===== src/rtl/platform_pkg.sv =====
// Shared constants, types and state encoding for the platform field.
// Imported by the platform store and its LFSR.
package platform_pkg;

    localparam int NUM_PLAT    = 16;
    localparam int PLAT_HALF_X = 16;
    localparam int PLAT_HALF_Y = 3;
    localparam int MAX_STEP    = 63;
    localparam int Y_BOTTOM    = 479;
    localparam int Y_SPAN      = 480;
    localparam int LOAD_Y0     = 465;
    localparam int LOAD_DY     = 30;
    localparam int X_BASE      = 48;

    localparam logic [15:0] LFSR_SEED = 16'hACE1;
    // taps 16,14,13,11 -> bits 15,13,12,10
    localparam logic [15:0] LFSR_TAPS = 16'hB400;

    typedef logic [8:0] coord_t;

    typedef enum logic [2:0] {
        IDLE,
        LOAD,
        READY,
        SCROLL,
        DONE
    } pf_state_t;

endpackage


===== src/rtl/plat_lfsr.sv =====
// Free-running 16-bit Fibonacci LFSR used to pick platform X positions.
// Reloads the seed on reset, so the sequence is repeatable from reset.
module plat_lfsr
    import platform_pkg::*;
(
    input  logic        Clk,
    input  logic        Reset_n,
    output logic [15:0] q
);

    // shift left, feedback is the parity of the tapped bits
    always_ff @(posedge Clk) begin
        if (!Reset_n) begin
            q <= LFSR_SEED;
        end else begin
            q <= {q[14:0], ^(q & LFSR_TAPS)};
        end
    end

endmodule


===== src/rtl/platform_field.sv =====
// Platform store and scroller: lays out 16 platforms on load and shifts
// them down on scroll requests, recycling those that leave the bottom.
module platform_field
    import platform_pkg::*;
(
    input  logic        Clk,
    input  logic        Reset_n,
    input  logic        frame_tick,
    input  logic        loadplat,
    input  logic        refresh_en,
    input  logic [9:0]  plat_temp_Y,
    output logic [8:0]  platX,
    output logic [8:0]  platX1,
    output logic [8:0]  platX2,
    output logic [8:0]  platX3,
    output logic [8:0]  platX4,
    output logic [8:0]  platX5,
    output logic [8:0]  platX6,
    output logic [8:0]  platX7,
    output logic [8:0]  platX8,
    output logic [8:0]  platX9,
    output logic [8:0]  platX10,
    output logic [8:0]  platX11,
    output logic [8:0]  platX12,
    output logic [8:0]  platX13,
    output logic [8:0]  platX14,
    output logic [8:0]  platX15,
    output logic [8:0]  platY,
    output logic [8:0]  platY1,
    output logic [8:0]  platY2,
    output logic [8:0]  platY3,
    output logic [8:0]  platY4,
    output logic [8:0]  platY5,
    output logic [8:0]  platY6,
    output logic [8:0]  platY7,
    output logic [8:0]  platY8,
    output logic [8:0]  platY9,
    output logic [8:0]  platY10,
    output logic [8:0]  platY11,
    output logic [8:0]  platY12,
    output logic [8:0]  platY13,
    output logic [8:0]  platY14,
    output logic [8:0]  platY15,
    output logic [8:0]  plat_sizeX,
    output logic [8:0]  plat_sizeY,
    output logic        trigger,
    output logic        busy,
    output logic [15:0] scroll_total
);

    pf_state_t   state;
    pf_state_t   state_n;
    logic [3:0]  idx;
    logic [9:0]  mag;
    coord_t      px [NUM_PLAT];
    coord_t      py [NUM_PLAT];
    logic [15:0] lfsr_q;
    logic        unused_lfsr_msb;

    logic [9:0]  neg_y;
    logic [9:0]  mag_in;
    logic [9:0]  ny;
    logic        wrap;
    coord_t      cur_y;
    coord_t      new_x;
    coord_t      load_y;
    logic [16:0] tot_sum;

    plat_lfsr u_lfsr (
        .Clk     (Clk),
        .Reset_n (Reset_n),
        .q       (lfsr_q)
    );

    assign unused_lfsr_msb = lfsr_q[15];

    // next-state: loadplat preempts everything except an ongoing load
    always_comb begin
        state_n = state;
        case (state)
            IDLE: begin
                if (loadplat) state_n = LOAD;
            end
            LOAD: begin
                if (idx == 4'd15) state_n = READY;
            end
            READY: begin
                if (loadplat)                      state_n = LOAD;
                else if (refresh_en && frame_tick) state_n = SCROLL;
            end
            SCROLL: begin
                if (loadplat)          state_n = LOAD;
                else if (idx == 4'd15) state_n = DONE;
            end
            DONE: begin
                if (loadplat)         state_n = LOAD;
                else if (!refresh_en) state_n = READY;
            end
            default: state_n = IDLE;
        endcase
    end

    // datapath: shift magnitude, wrapped Y, fresh X and running total
    always_comb begin
        neg_y  = -plat_temp_Y;
        mag_in = '0;
        if (plat_temp_Y[9]) begin
            mag_in = (neg_y > 10'(MAX_STEP)) ? 10'(MAX_STEP) : neg_y;
        end
        cur_y   = py[idx];
        ny      = {1'b0, cur_y} + mag;
        wrap    = ny > 10'(Y_BOTTOM);
        new_x   = 9'(X_BASE) + {1'b0, lfsr_q[7:0]} + {2'b0, lfsr_q[14:8]};
        load_y  = 9'(LOAD_Y0 - LOAD_DY * int'(idx));
        tot_sum = {1'b0, scroll_total} + {7'b0, mag_in};
    end

    // state register, platform index and status flags
    always_ff @(posedge Clk) begin
        if (!Reset_n) begin
            state        <= IDLE;
            idx          <= '0;
            mag          <= '0;
            busy         <= 1'b0;
            trigger      <= 1'b0;
            scroll_total <= '0;
        end else begin
            state   <= state_n;
            busy    <= (state_n == LOAD) || (state_n == SCROLL);
            trigger <= (state == DONE) && !loadplat;
            if (state_n != state) begin
                idx <= '0;
            end else if (state == LOAD || state == SCROLL) begin
                idx <= idx + 4'd1;
            end
            if (state_n == LOAD && state != LOAD) begin
                scroll_total <= '0;
            end else if (state == READY && state_n == SCROLL) begin
                mag          <= mag_in;
                scroll_total <= tot_sum[16] ? 16'hFFFF : tot_sum[15:0];
            end
        end
    end

    // platform store: one entry written per LOAD or SCROLL cycle
    always_ff @(posedge Clk) begin
        if (!Reset_n) begin
            for (int i = 0; i < NUM_PLAT; i++) begin
                px[i] <= '0;
                py[i] <= '0;
            end
        end else if (state == LOAD) begin
            px[idx] <= new_x;
            py[idx] <= load_y;
        end else if (state == SCROLL && !loadplat) begin
            if (wrap) begin
                px[idx] <= new_x;
                py[idx] <= 9'(ny - 10'(Y_SPAN));
            end else begin
                py[idx] <= ny[8:0];
            end
        end
    end

    assign plat_sizeX = 9'(PLAT_HALF_X);
    assign plat_sizeY = 9'(PLAT_HALF_Y);

    assign platX   = px[0];
    assign platX1  = px[1];
    assign platX2  = px[2];
    assign platX3  = px[3];
    assign platX4  = px[4];
    assign platX5  = px[5];
    assign platX6  = px[6];
    assign platX7  = px[7];
    assign platX8  = px[8];
    assign platX9  = px[9];
    assign platX10 = px[10];
    assign platX11 = px[11];
    assign platX12 = px[12];
    assign platX13 = px[13];
    assign platX14 = px[14];
    assign platX15 = px[15];

    assign platY   = py[0];
    assign platY1  = py[1];
    assign platY2  = py[2];
    assign platY3  = py[3];
    assign platY4  = py[4];
    assign platY5  = py[5];
    assign platY6  = py[6];
    assign platY7  = py[7];
    assign platY8  = py[8];
    assign platY9  = py[9];
    assign platY10 = py[10];
    assign platY11 = py[11];
    assign platY12 = py[12];
    assign platY13 = py[13];
    assign platY14 = py[14];
    assign platY15 = py[15];

endmodule


===== config.mk =====
export PLATFORM = sky130hd
export DESIGN_NAME = platform_field
export DESIGN_NICKNAME = d
export VERILOG_FILES = /design/src/rtl/platform_pkg.sv /design/src/rtl/plat_lfsr.sv /design/src/rtl/platform_field.sv
export SDC_FILE = /design/constraint.sdc
export NUM_CORES = 1
export LEC_CHECK = 0
export CORE_AREA = 2 2 223 137
export DETAILED_ROUTE_END_ITERATION = 6
export DIE_AREA = 0 0 225 139
export PLACE_DENSITY = 0.86
export SYNTH_ARGS = -nofsm -noshare
export SYNTH_HDL_FRONTEND = slang
export SYNTH_SLANG_ARGS = --single-unit

===== constraint.sdc =====
create_clock -name Clk -period 7.1 [get_ports Clk]
set_input_delay 1.775 -clock Clk [delete_from_list [all_inputs] [get_ports Clk]]
set_output_delay 1.775 -clock Clk [all_outputs]
set_load 0.03 [all_outputs]

; After elaboration in Yosys (flattened, before gate mapping)
; Memories as Yosys holds them, arrays and structs flattened. A register that Yosys moved wholly into a read port is not among the register bits.
; Cells that the tools add are included.
[word_totals]
n_memories = 2
ram_bits = 288
out_inout_bits = 324
elab_cells = 86
regBits = 51
[mem_list]
columns = name, words, width, read_ports, rd_clocked_by_memory_dff, wr, line
row1 = px, 16, 9, 16, 0, 16, platform_field.sv:55  ; coord_t px [NUM_PLAT];
row2 = py, 16, 9, 17, 1, 16, platform_field.sv:56  ; coord_t py [NUM_PLAT];
[classes]
n_lt_le_gt_ge = 2
muxes = 37
bitwise = 5
n_reduce_logical = 15
n_eq_ne = 9
add_sub_neg = 8
mul = 1
[ops]
columns = op, n
row1 = $mux 9, 5
row2 = $mux 3, 8
row3 = $mux 10, 2
row4 = $reduce_or 9->1, 2
row5 = $add 16x10->17, 1
row6 = $mux 1, 16
row7 = $mux 16, 1
row8 = $mux 4, 4
row9 = $reduce_xor 16->1, 1
row10 = $pmux 3 s5, 1
row11 = $add 9x10->10, 1
row12 = $gt 10x6->1 const B, 1
row13 = $gt 10x9->1 const B, 1
row14 = $neg 10->10, 1
row15 = $add 6x8->9 const A, 1
row16 = $add 9x7->9, 1
row17 = $eq 3x2->1 const B, 3
row18 = $sub 9x9->9 const A, 1
row19 = $sub 9x9->9 const B, 1
row20 = $mul 4x4->8 const A, 1
row21 = $eq 3x1->1 const B, 2
row22 = $logic_and 1x1->1, 5
row23 = $add 4x1->4 const B, 1
row24 = $eq 4x4->1 const B, 1
row25 = 10 further kinds, 15

; Depth between registers and ports, before layout
; Gate-level depths: netlist of the first run.
[logic_depth]
depth_word = 11
mapped_depth = 17

; Modules after synthesis
; A second synthesis of the first run with hierarchy kept.
[unflattened]
cells_unflattened = 1293
area_unflattened_um2 = 16493.3
[modules_own_cells]
columns = module, area_per_inst_um2, n_inst, cells_per_inst
row1 = platform_field, 16041.6, 1, 1257
row2 = plat_lfsr, 451.7, 1, 36

; Least setup slack after synthesis of the first run
; No wires, ideal clock.
[synth_path]
path_type = register to register
startpoint = reg (tool-made name)
endpoint = mem px[0][0] in the netlist's numbering (enable)
stages_incl_launch_ff = 14
period_less_slack_ns = 4.800
slack_ns = 2.300
setup_time_ns = 0.387
arrival_ns = 4.412
n_path_buf = 2
path_cell_list = dfxtp_1 > clkbuf_1 > buf_2 > mux4_2 > mux4_2 > ha_1 > fa_1 > a21oi_2 > o2111ai_1 > nand3_2 > nand4_1 > a21boi_2 > nor2_4 > o21ai_0
[synth_rtl]
columns = item, line
row1 = "end, declared", platform_field.sv:55

==> results of run 1 <==
==> sequential cells by signal, indices dropped and copies added, names as in the netlist, named ones only <==
name,count
mag,10
u_lfsr.q,16
scroll_total,16
py,144
state,3
px,144
busy,1
trigger,1
idx,4
==> power by group <==
group	total [mW]	internal [mW]	leakage [nW]	switching, mW
Clock	1.68	0.914	0.483	0.770
Sequential	2.29	2.25	3.42	0.0439
Combinational	0.686	0.245	3.51	0.441
Total	4.66	3.41	7.42	1.25
==> worst max path at each step <==
stage,startpoint,depth (start not counted),slack [ns],to
6_report,flop,13,1.46,px[2][0]
3_5_place_dp,plat_temp_Y[2],17,1.31,scroll_total[3]
4_1_cts,flop,12,1.50,px[14][1]
3_3_place_gp,plat_temp_Y[2],17,1.55,scroll_total[7]
5_1_grt,flop,13,1.19,px[2][0]
2_1_floorplan,flop,13,2.30,px[0][0]
==> synthesized netlist by cell type, types with 4 or more instances <==
cell type | count | share of area
or3_1 | 8 | 0.0031
mux4_2 | 45 | 0.063
clkbuf_1 | 27 | 0.0063
xnor2_1 | 19 | 0.010
xor2_1 | 17 | 0.0092
nand2b_1 | 12 | 0.0046
and3_1 | 8 | 0.0031
inv_1 | 34 | 0.0079
o21ai_1 | 16 | 0.0049
nor3_1 | 30 | 0.0093
buf_1 | 7 | 0.0016
dfxtp_1 | 55 | 0.068
a21oi_2 | 13 | 0.0070
buf_2 | 24 | 0.0074
o21a_1 | 4 | 0.0019
nand4_1 | 6 | 0.0023
and2_1 | 17 | 0.0066
a21o_1 | 12 | 0.0056
o21ai_2 | 4 | 0.0022
o211ai_2 | 4 | 0.0031
fa_1 | 7 | 0.0087
a211oi_1 | 4 | 0.0019
buf_4 | 22 | 0.010
o21ai_0 | 26 | 0.0080
nor2b_1 | 7 | 0.0027
ha_1 | 52 | 0.040
nor2_1 | 271 | 0.063
nand2_1 | 63 | 0.015
o211ai_1 | 4 | 0.0019
a21oi_1 | 28 | 0.0087
edfxtp_1 | 288 | 0.53
nand3_1 | 32 | 0.0099
nor3b_2 | 48 | 0.037
==> worst max-delay path, cell delays in order (launching register included) <==
cell	delay (ns)
dfxtp_2	0.52
buf_4	0.31
mux4_2	0.57
mux4_2	0.49
ha_1	0.25
fa_1	0.43
a21oi_2	0.26
o21ai_1	0.17
o311a_1	0.36
nand4_1	0.15
a21boi_2	0.16
nor2_4	0.77
buf_4	0.43
o21ai_1	0.35
==> stage by stage <==
step                worst slack, ns  hold WS [ns]  instance area (µm²)
floorplan                     2.300        0.3954                16260
global placement              1.548        0.4097                19620
detailed placement            1.313        0.4379                19620
CTS                           1.502        0.4554                20620
global route                  1.192        0.4793                20620
finish                        1.464        0.4555                20620
==> kinds of logic (layout without fill, tap and decap cells) <==
group	count (synthesis)	in the layout
other	2	22
AOI/OAI and AO/OA	150	150
and+or+nand+nor	517	517
adders and majority gates	59	59
DFF	343	343
muxes	50	50
xor gates and xnor gates	36	36
buffers and inverters	116	424
==> layer usage <==
layer,up-vias,part of all wire
met5,-,0
met1,5966,0.40
met2,752,0.45
met4,0,0.023
met3,96,0.12
li1,5196,-
==> area by class of cell <==
cell class / count / area [µm²] / area share
clock buffers: 41 / 843.3 / 0.04090
clock inverters: 16 / 152.6 / 0.007403
flip-flops and latches: 343 / 9751 / 0.4729
multi-input cells: 834 / 5959 / 0.2890
inverters: 34 / 127.6 / 0.006189
well taps: 382 / 478.0 / 0.02318
repair buffers: 333 / 3308 / 0.1604
==> results.tsv, run 1 <==
metric	value	unit
dr.pass1.iters	6	
layout-drive-gt1-share	0.1187	
cts_setup_buffers	0	
place_congestion	0.9526	
routed_wirelength	48890	µm
synth_flop_cell	edfxtp_1	
synth-edff-count	288	
utilization	0.7021	
n_fill_cell	1943	
grt_pass1_vias	11700	
wl_per_cell	24.66	µm
syn-cell-area	16190	µm²
worstPathArrival	5.86	ns
avgSynthCellArea	12.72	µm²
reg2reg_slack	1.46	ns
rsz0062_at_grt	false	
fp.dieH	139	µm
finalPower	4.663	mW
die_x	225	µm
start_util	0.5512	
tritoncts	done	
ys_ff_latch	343	
ant_nets	0	
tightest_slew	1.303	ns
rows	49	
drv_cap	0	
ys_seq_area_frac	0.6023	
cp-end-kind	flop	
vias_per_cell	6.056	
r2r_end	px[2][0]	
use_met3	0.09492	
hp-class	flop to flop	
r2r_cells	13	
synth_xor_area_frac	0.01948	
asyncSetResetFlopFracSynth	0	
antennaDiodeCount	0	
holdBufCountCts	0	
p_leak	7.423	nW
worstHoldEndpoint	u_lfsr.q[5]	
die-area	31280	µm²
synth_top_family_by_area	simple AND/OR/NAND/NOR gates	
tns	0	ns
max_freq	177.4	MHz
layout_common_cells	clkdlybuf4s50_1, edfxtp_1, nor2_1, nand2_1, dfxtp_1	
synth_compound_area_frac	0.06423	
setup_viol	0	
nets	1651	
maxSlewViolCount	0	
gr-total-overflow	0	
yosysWarningCount	0	
hold_violations	0	
dp_hpwl	35020	µm
yosys.area_share.simple	0.1641	
cts_max_level	1	
slew_headroom	0.1314	
fin_skew	0.01747	ns
cts-root-buf	clkbuf_16	
cts-resized-gates	0	
fin_cells	1983	
mostFrequentLayoutCell	clkdlybuf4s50_1	
ir_drop	0.2111	mV
cp-start-kind	flop	
top_usage_layer	met2	
period_needed	5.636	ns
holdPathStages	2	
synth_cell_types	72	
syn_inst	1273	
ctsLongestPathBuffers	3	
port_buffers	320	
grtUsageMet1	0.4434	
worstHoldStart	u_lfsr.q[4]	
ios	339	
outcome	finished, final reports clean	
vias	12010	
insertion_delay	0.59	ns
area_growth	27.38	%
cp_max_fo	28	
grt_pass1_wl	73130	µm
synthAdderAreaFrac	0.04885	
cts.sinks	343	
grt.total_usage	0.3095	
grt_antenna_before_repair	0	
drc_errors	0	
synth_mux_area_frac	0.06585	
timing.final.crit_share	0.7938	
core	29370	µm²
clk_pin_slew	0.07	ns
dp_cells	1926	
p_per_area	226.2	nW/µm²
worstSetupPathType	flop to flop	
grt_start_max_net_pins	50	
grtUsageMet2	0.4683	
cp.required	7.33	ns
drtIter0Drc	1558	
cts_buffers	31	
Note: power is estimated with default switching activity, not from simulation.
==> inputs of run 2 (changes only) <==
CORE_AREA = 2 2 231 142   (was 2 2 223 137)
DIE_AREA = 0 0 233 144   (was 0 0 225 139)
PLACE_DENSITY = 0.81   (was 0.86)
clock period = 5.55 ns   (was 7.1 ns; I/O delays follow)
==> run 2 against run 1 <==
  * Combinational power increased by 30%
  * Maximum frequency increased by 9.0%
  * Critical path depth increased by 1
  * Clock-buffer cell count decreased by 1
  * Sequential share of layout area decreased by 0.68 points
  * Clock power increased by 37%
==> results.tsv, run 2 (synthesis results as in run 1) <==
metric	value	unit	change
outcome	finished, final reports clean		
r2r_end	px[14][5]		
tritoncts	done		
clk_pin_slew	0.07	ns	about the same
fin_cells	2049		+3.3%
port_buffers	320		unchanged
area_growth	29.22	%	
cp_slowest_cell	mux4_2		
worstSetupPathType	flop to flop		
slew_headroom	0.1787		+0.04724
fp.dieH	144	µm	+3.6%
p_per_area	292.8	nW/µm²	+29%
tightest_slew	1.219	ns	-0.08374 ns
grt_pass1_wl	71130	µm	-2.7%
holdPathStages	2		unchanged
period_needed	5.172	ns	-0.4639 ns
cp-start-kind	flop		
rows	51		+4.1%
slowest_delay	0.61	ns	-0.16 ns
crit_buf_inv	3		+1
largestRegisters	px: 144 flops, py: 144 flops		
core	31710	µm²	+8.0%
whs	0.4371	ns	-0.01835 ns
max_freq	193.4	MHz	+9.0%
mostFrequentLayoutCell	clkdlybuf4s50_1		
ant_nets	0		unchanged
grt.total_usage	0.2851		-0.02445
finalPower	6.126	mW	+31%
holdBufCountCts	0		unchanged
dp_slack	0.04097	ns	-1.272 ns
place_congestion	0.9129		-4.2%
worstPathArrival	5.40	ns	-0.46 ns
fin_skew	0.01971	ns	+0.002233 ns
layout-drive-gt1-share	0.1298		+0.01117
layout_common_cells	clkdlybuf4s50_1, edfxtp_1, nor2_1, nand2_1, dfxtp_1		
ir_drop	0.2351	mV	+11%
start_util	0.5104		-0.04080
cp_max_fo	27		-3.6%
place_area	19830	µm²	+1.1%
drv_cap	0		unchanged
routed_wirelength	48520	µm	-0.75%
finalInstanceArea	20920	µm²	+1.5%
p_leak	7.566	nW	+1.9%
vias_per_cell	5.869		-3.1%
n_fill_cell	2303		+19%
cts_buffers	34		+9.7%
grt_pass1_vias	11400		-2.6%
hold_violations	0		unchanged
nets	1674		+1.4%
cts_setup_buffers	0		unchanged
worstHoldEndpoint	u_lfsr.q[6]		
cp-end-kind	flop		
setup_viol	0		unchanged
layout_setup_ws	0.3782	ns	-1.086 ns
insertion_delay	0.54	ns	-0.05 ns
timing.final.crit_share	0.9318		+0.1381
r2r_cells	14		+1
cts-root-buf	clkbuf_16		
cp.required	5.78	ns	-1.55 ns
worstPathCellList	buf_12 > mux4_2 > mux4_2 > ha_1 > fa_1 > a21oi_2 > o2111ai_1 > nand3_2 > nand4_1 > a21boi_2 > nor2_4 > buf_4 > o21ai_0 > buf_4		
cts-resized-gates	0		unchanged
reg2reg_slack	0.38	ns	-1.09 ns
grt_start_max_net_pins	37		-26%
die-area	33550	µm²	+7.3%
ctsLongestPathBuffers	3		unchanged
dr.pass1.iters	5		-1
dp_hpwl	34810	µm	-0.60%
dp_cells	1988		+3.2%
wl_per_cell	23.68	µm	-3.9%
cts_max_level	2		+1
worstHoldStart	u_lfsr.q[5]		
maxSlewViolCount	0		unchanged
ios	339		unchanged
critical_path.top_delay_family	compound AO/OA/AOI/OAI gates		
rsz0062_at_grt	false		
vias	12030		+0.12%
cts.sinks	343		unchanged
grt_antenna_before_repair	0		unchanged
tns	0	ns	unchanged
die_x	233	µm	+3.6%
drc_errors	0		unchanged
drtIter0Drc	1362		-13%
hp-class	flop to flop		
gr-total-overflow	0		unchanged
antennaDiodeCount	0		unchanged
utilization	0.6596		-0.04254
[run 2: changes by cell type in the layout (fill, tap and decap cells not counted), moves of 2 or more]
| cell | change |
|---|---|
| clkbuf_16 | +3 |
| clkinvlp_4 | -2 |
| buf_4 | +19 |
| clkinv_1 | +3 |
| clkbuf_1 | -2 |
| clkbuf_8 | -2 |
| clkinv_4 | +3 |
[run 2: worst register-to-register path, stage by stage (launching register included)]
cell,delay (ns)
dfxtp_2,0.35
buf_12,0.24
mux4_2,0.64
mux4_2,0.50
ha_1,0.24
fa_1,0.43
a21oi_2,0.27
o2111ai_1,0.21
nand3_2,0.13
nand4_1,0.17
a21boi_2,0.45
nor2_4,0.17
buf_4,0.27
o21ai_0,0.55
buf_4,0.27
[run 2: how the worst max path moves through the flow]
stage / endpoint / cells after the start / from
after detailed placement: scroll_total[5] / 17 / plat_temp_Y[2]
after floorplan: px[0][0] / 13 / flop
final: px[14][5] / 14 / flop
after global placement: scroll_total[5] / 17 / plat_temp_Y[2]
after CTS: px[7][6] / 12 / flop
after global routing: scroll_total[7] / 17 / plat_temp_Y[2]
[run 2: power breakdown]
| part | switching (mW) | internal (mW) |
|---|---|---|
| registers | 0.0507 | 2.88 |
| clock network | 1.01 | 1.29 |
| logic | 0.569 | 0.326 |
| total | 1.63 | 4.50 |
[run 2: cell type report]
cell class              instances  area, µm²  area share
flip-flops and latches        343       9751      0.4661
multi-input cells             834       5951      0.2845
repair buffers                353       3471      0.1659
clock buffers                  40      883.3     0.04223
well taps                     424      530.5     0.02536
clock inverters                21      205.2    0.009809
inverters                      34      127.6    0.006101
[run 2: layer usage]
layer	global-route usage	part of all wire	wire length (µm)
met1	0.4129	0.40	19630
met2	0.4196	0.45	21670
met5	0	0	0
met3	0.08833	0.13	6145
met4	0.07208	0.022	1079
==> inputs of run 3 (changes only) <==
SETUP_SLACK_MARGIN = 0.2   (was not set)
==> run 3 against run 2 <==
  * Clock skew about the same
  * Largest cell class unchanged
  * Cell count unchanged
  * Critical path type unchanged
  * Largest power group unchanged
  * Register-to-register slack improved by 0.03 ns
  * Sequential share of layout area about the same
  * Clock-buffer cell count unchanged
==> results.tsv, run 3 (synthesis results as in run 1) <==
metric	value	unit	change
clkPwrFrac	0.376		about the same
p_int	4.496	mW	about the same
tritoncts	done		
dp_hpwl	34810	µm	unchanged
ctsLongestPathBuffers	3		unchanged
hp-class	flop to flop		
area_growth	29.30	%	about the same
fin_cells	2049		unchanged
insertion_delay	0.54	ns	about the same
cp-end-kind	flop		
cts_setup_buffers	0		unchanged
grt.total_usage	0.2851		unchanged
routed_wirelength	48630	µm	+0.22%
die-area	33550	µm²	unchanged
fp.dieH	144	µm	unchanged
p_switching	1.631	mW	+0.14%
drv_cap	0		unchanged
cts_max_level	2		unchanged
maxSlewViolCount	0		unchanged
grt_start_max_net_pins	37		unchanged
ios	339		unchanged
start_util	0.5104		unchanged
wl_per_cell	23.73	µm	+0.22%
cp_max_fo	27		unchanged
drc_errors	0		unchanged
rsz0062_at_grt	true		
nets	1674		unchanged
grt_pass1_vias	11400		unchanged
max_freq	194.7	MHz	+0.67%
worstHoldStart	u_lfsr.q[5]		
whs	0.4381	ns	+0.001011 ns
timing.final.crit_share	0.9256		-0.006215
drtIter0Drc	1313		-3.6%
comb_power_share	0.146		about the same
p_leak	7.569	nW	about the same
hold_violations	0		unchanged
slew_headroom	0.2962		+0.1175
vias	11980		-0.39%
dp_slack	0.04097	ns	unchanged
cts_buffers	34		unchanged
tightest_slew	1.053	ns	-0.1664 ns
grt_pass1_wl	71130	µm	unchanged
setup_viol	0		unchanged
vias_per_cell	5.846		-0.39%
place_congestion	0.9129		unchanged
worstSetupPathType	flop to flop		
antennaDiodeCount	0		unchanged
port_buffers	320		unchanged
dp_cells	1988		unchanged
cp-start-kind	flop		
grt_antenna_before_repair	0		unchanged
period_needed	5.137	ns	-0.03449 ns
fin_skew	0.01979	ns	+0.00008620 ns
cts-root-buf	clkbuf_16		
gr-total-overflow	0		unchanged
cp.required	5.70	ns	-0.08 ns
worstPathArrival	5.28	ns	-0.12 ns
layout_common_cells	clkdlybuf4s50_1, edfxtp_1, nor2_1, nand2_1, dfxtp_1		
holdBufCountCts	0		unchanged
die_x	233	µm	unchanged
dr.pass1.iters	5		unchanged
mostFrequentLayoutCell	clkdlybuf4s50_1		
power_frac_seq	0.478		about the same
core	31710	µm²	unchanged
layout-drive-gt1-share	0.1317		+0.001846
p_per_area	292.8	nW/µm²	about the same
rows	51		unchanged
cts.sinks	343		unchanged
tns	0	ns	unchanged
p_sw_frac	0.2662		+0.0002755
clk_pin_slew	0.07	ns	about the same
ant_nets	0		unchanged
finalPower	6.128	mW	about the same
largestRegisters	px: 144 flops, py: 144 flops		
cts-resized-gates	0		unchanged
ir_drop	0.2345	mV	-0.25%
layout_setup_ws	0.4127	ns	+0.03449 ns
outcome	finished, final reports clean		
## run 3: changes by cell type in the layout (fill, tap and decap cells not counted)
cell | previous run | this run
o31ai_2 | 1 | 2
o21ai_0 | 25 | 22
o21ai_2 | 4 | 6
o21ai_1 | 17 | 18
o31ai_1 | 2 | 1
## run 3: metal layers
metal / vias up / GRT usage / part of all wire
met5: - / 0 / 0
met4: 0 / 0.07208 / 0.022
met3: 83 / 0.08833 / 0.12
met2: 712 / 0.4196 / 0.45
met1: 5933 / 0.4129 / 0.41
li1: 5250 / - / -
## run 3: final cells by class
type | instances | area, µm²
inverters | 34 | 127.6
clock buffers | 40 | 883.3
clock inverters | 21 | 205.2
flip-flops and latches | 343 | 9751
well taps | 424 | 530.5
multi-input cells | 834 | 5963
repair buffers | 353 | 3471
fillers | 2304 | 10780
## run 3: metrics by stage
| step | utilization | cell area (µm²) |
|---|---|---|
| 2_1_floorplan | - | 16260 |
| 3_3_place_gp | 0.6253 | 19830 |
| 3_5_place_dp | 0.6253 | 19830 |
| 4_1_cts | 0.6596 | 20920 |
| 5_1_grt | 0.6600 | 20930 |
| 6_report | 0.6600 | 20930 |
## run 3: worst paths after layout
path	slack (ns)	to	cells after the start
setup / recovery	0.41	px[11][1]	13
hold reg to reg	0.44	u_lfsr.q[6]	2
hold / removal	0.44	u_lfsr.q[6]	2
setup reg to reg	0.41	px[11][1]	13
## run 3: power groups by stage
stage / sequential (mW) / combinational [mW] / clock, mW
after floorplan: 3.14 / 0.375 / 0
after global placement: 2.98 / 0.868 / 0
after detailed placement: 2.98 / 0.883 / 0
after CTS: 2.93 / 0.887 / 2.33
after global routing: 2.94 / 0.934 / 2.43
final: 2.93 / 0.897 / 2.30
## run 3: critical path, cell delays in order (launching register included)
cell	delay (ns)
dfxtp_2	0.35
buf_12	0.24
mux4_2	0.61
mux4_2	0.50
ha_1	0.25
fa_1	0.43
a21oi_2	0.27
o2111ai_1	0.21
nand3_2	0.13
nand4_1	0.17
a21boi_2	0.45
nor2_4	0.17
buf_4	0.27
o21ai_1	0.67
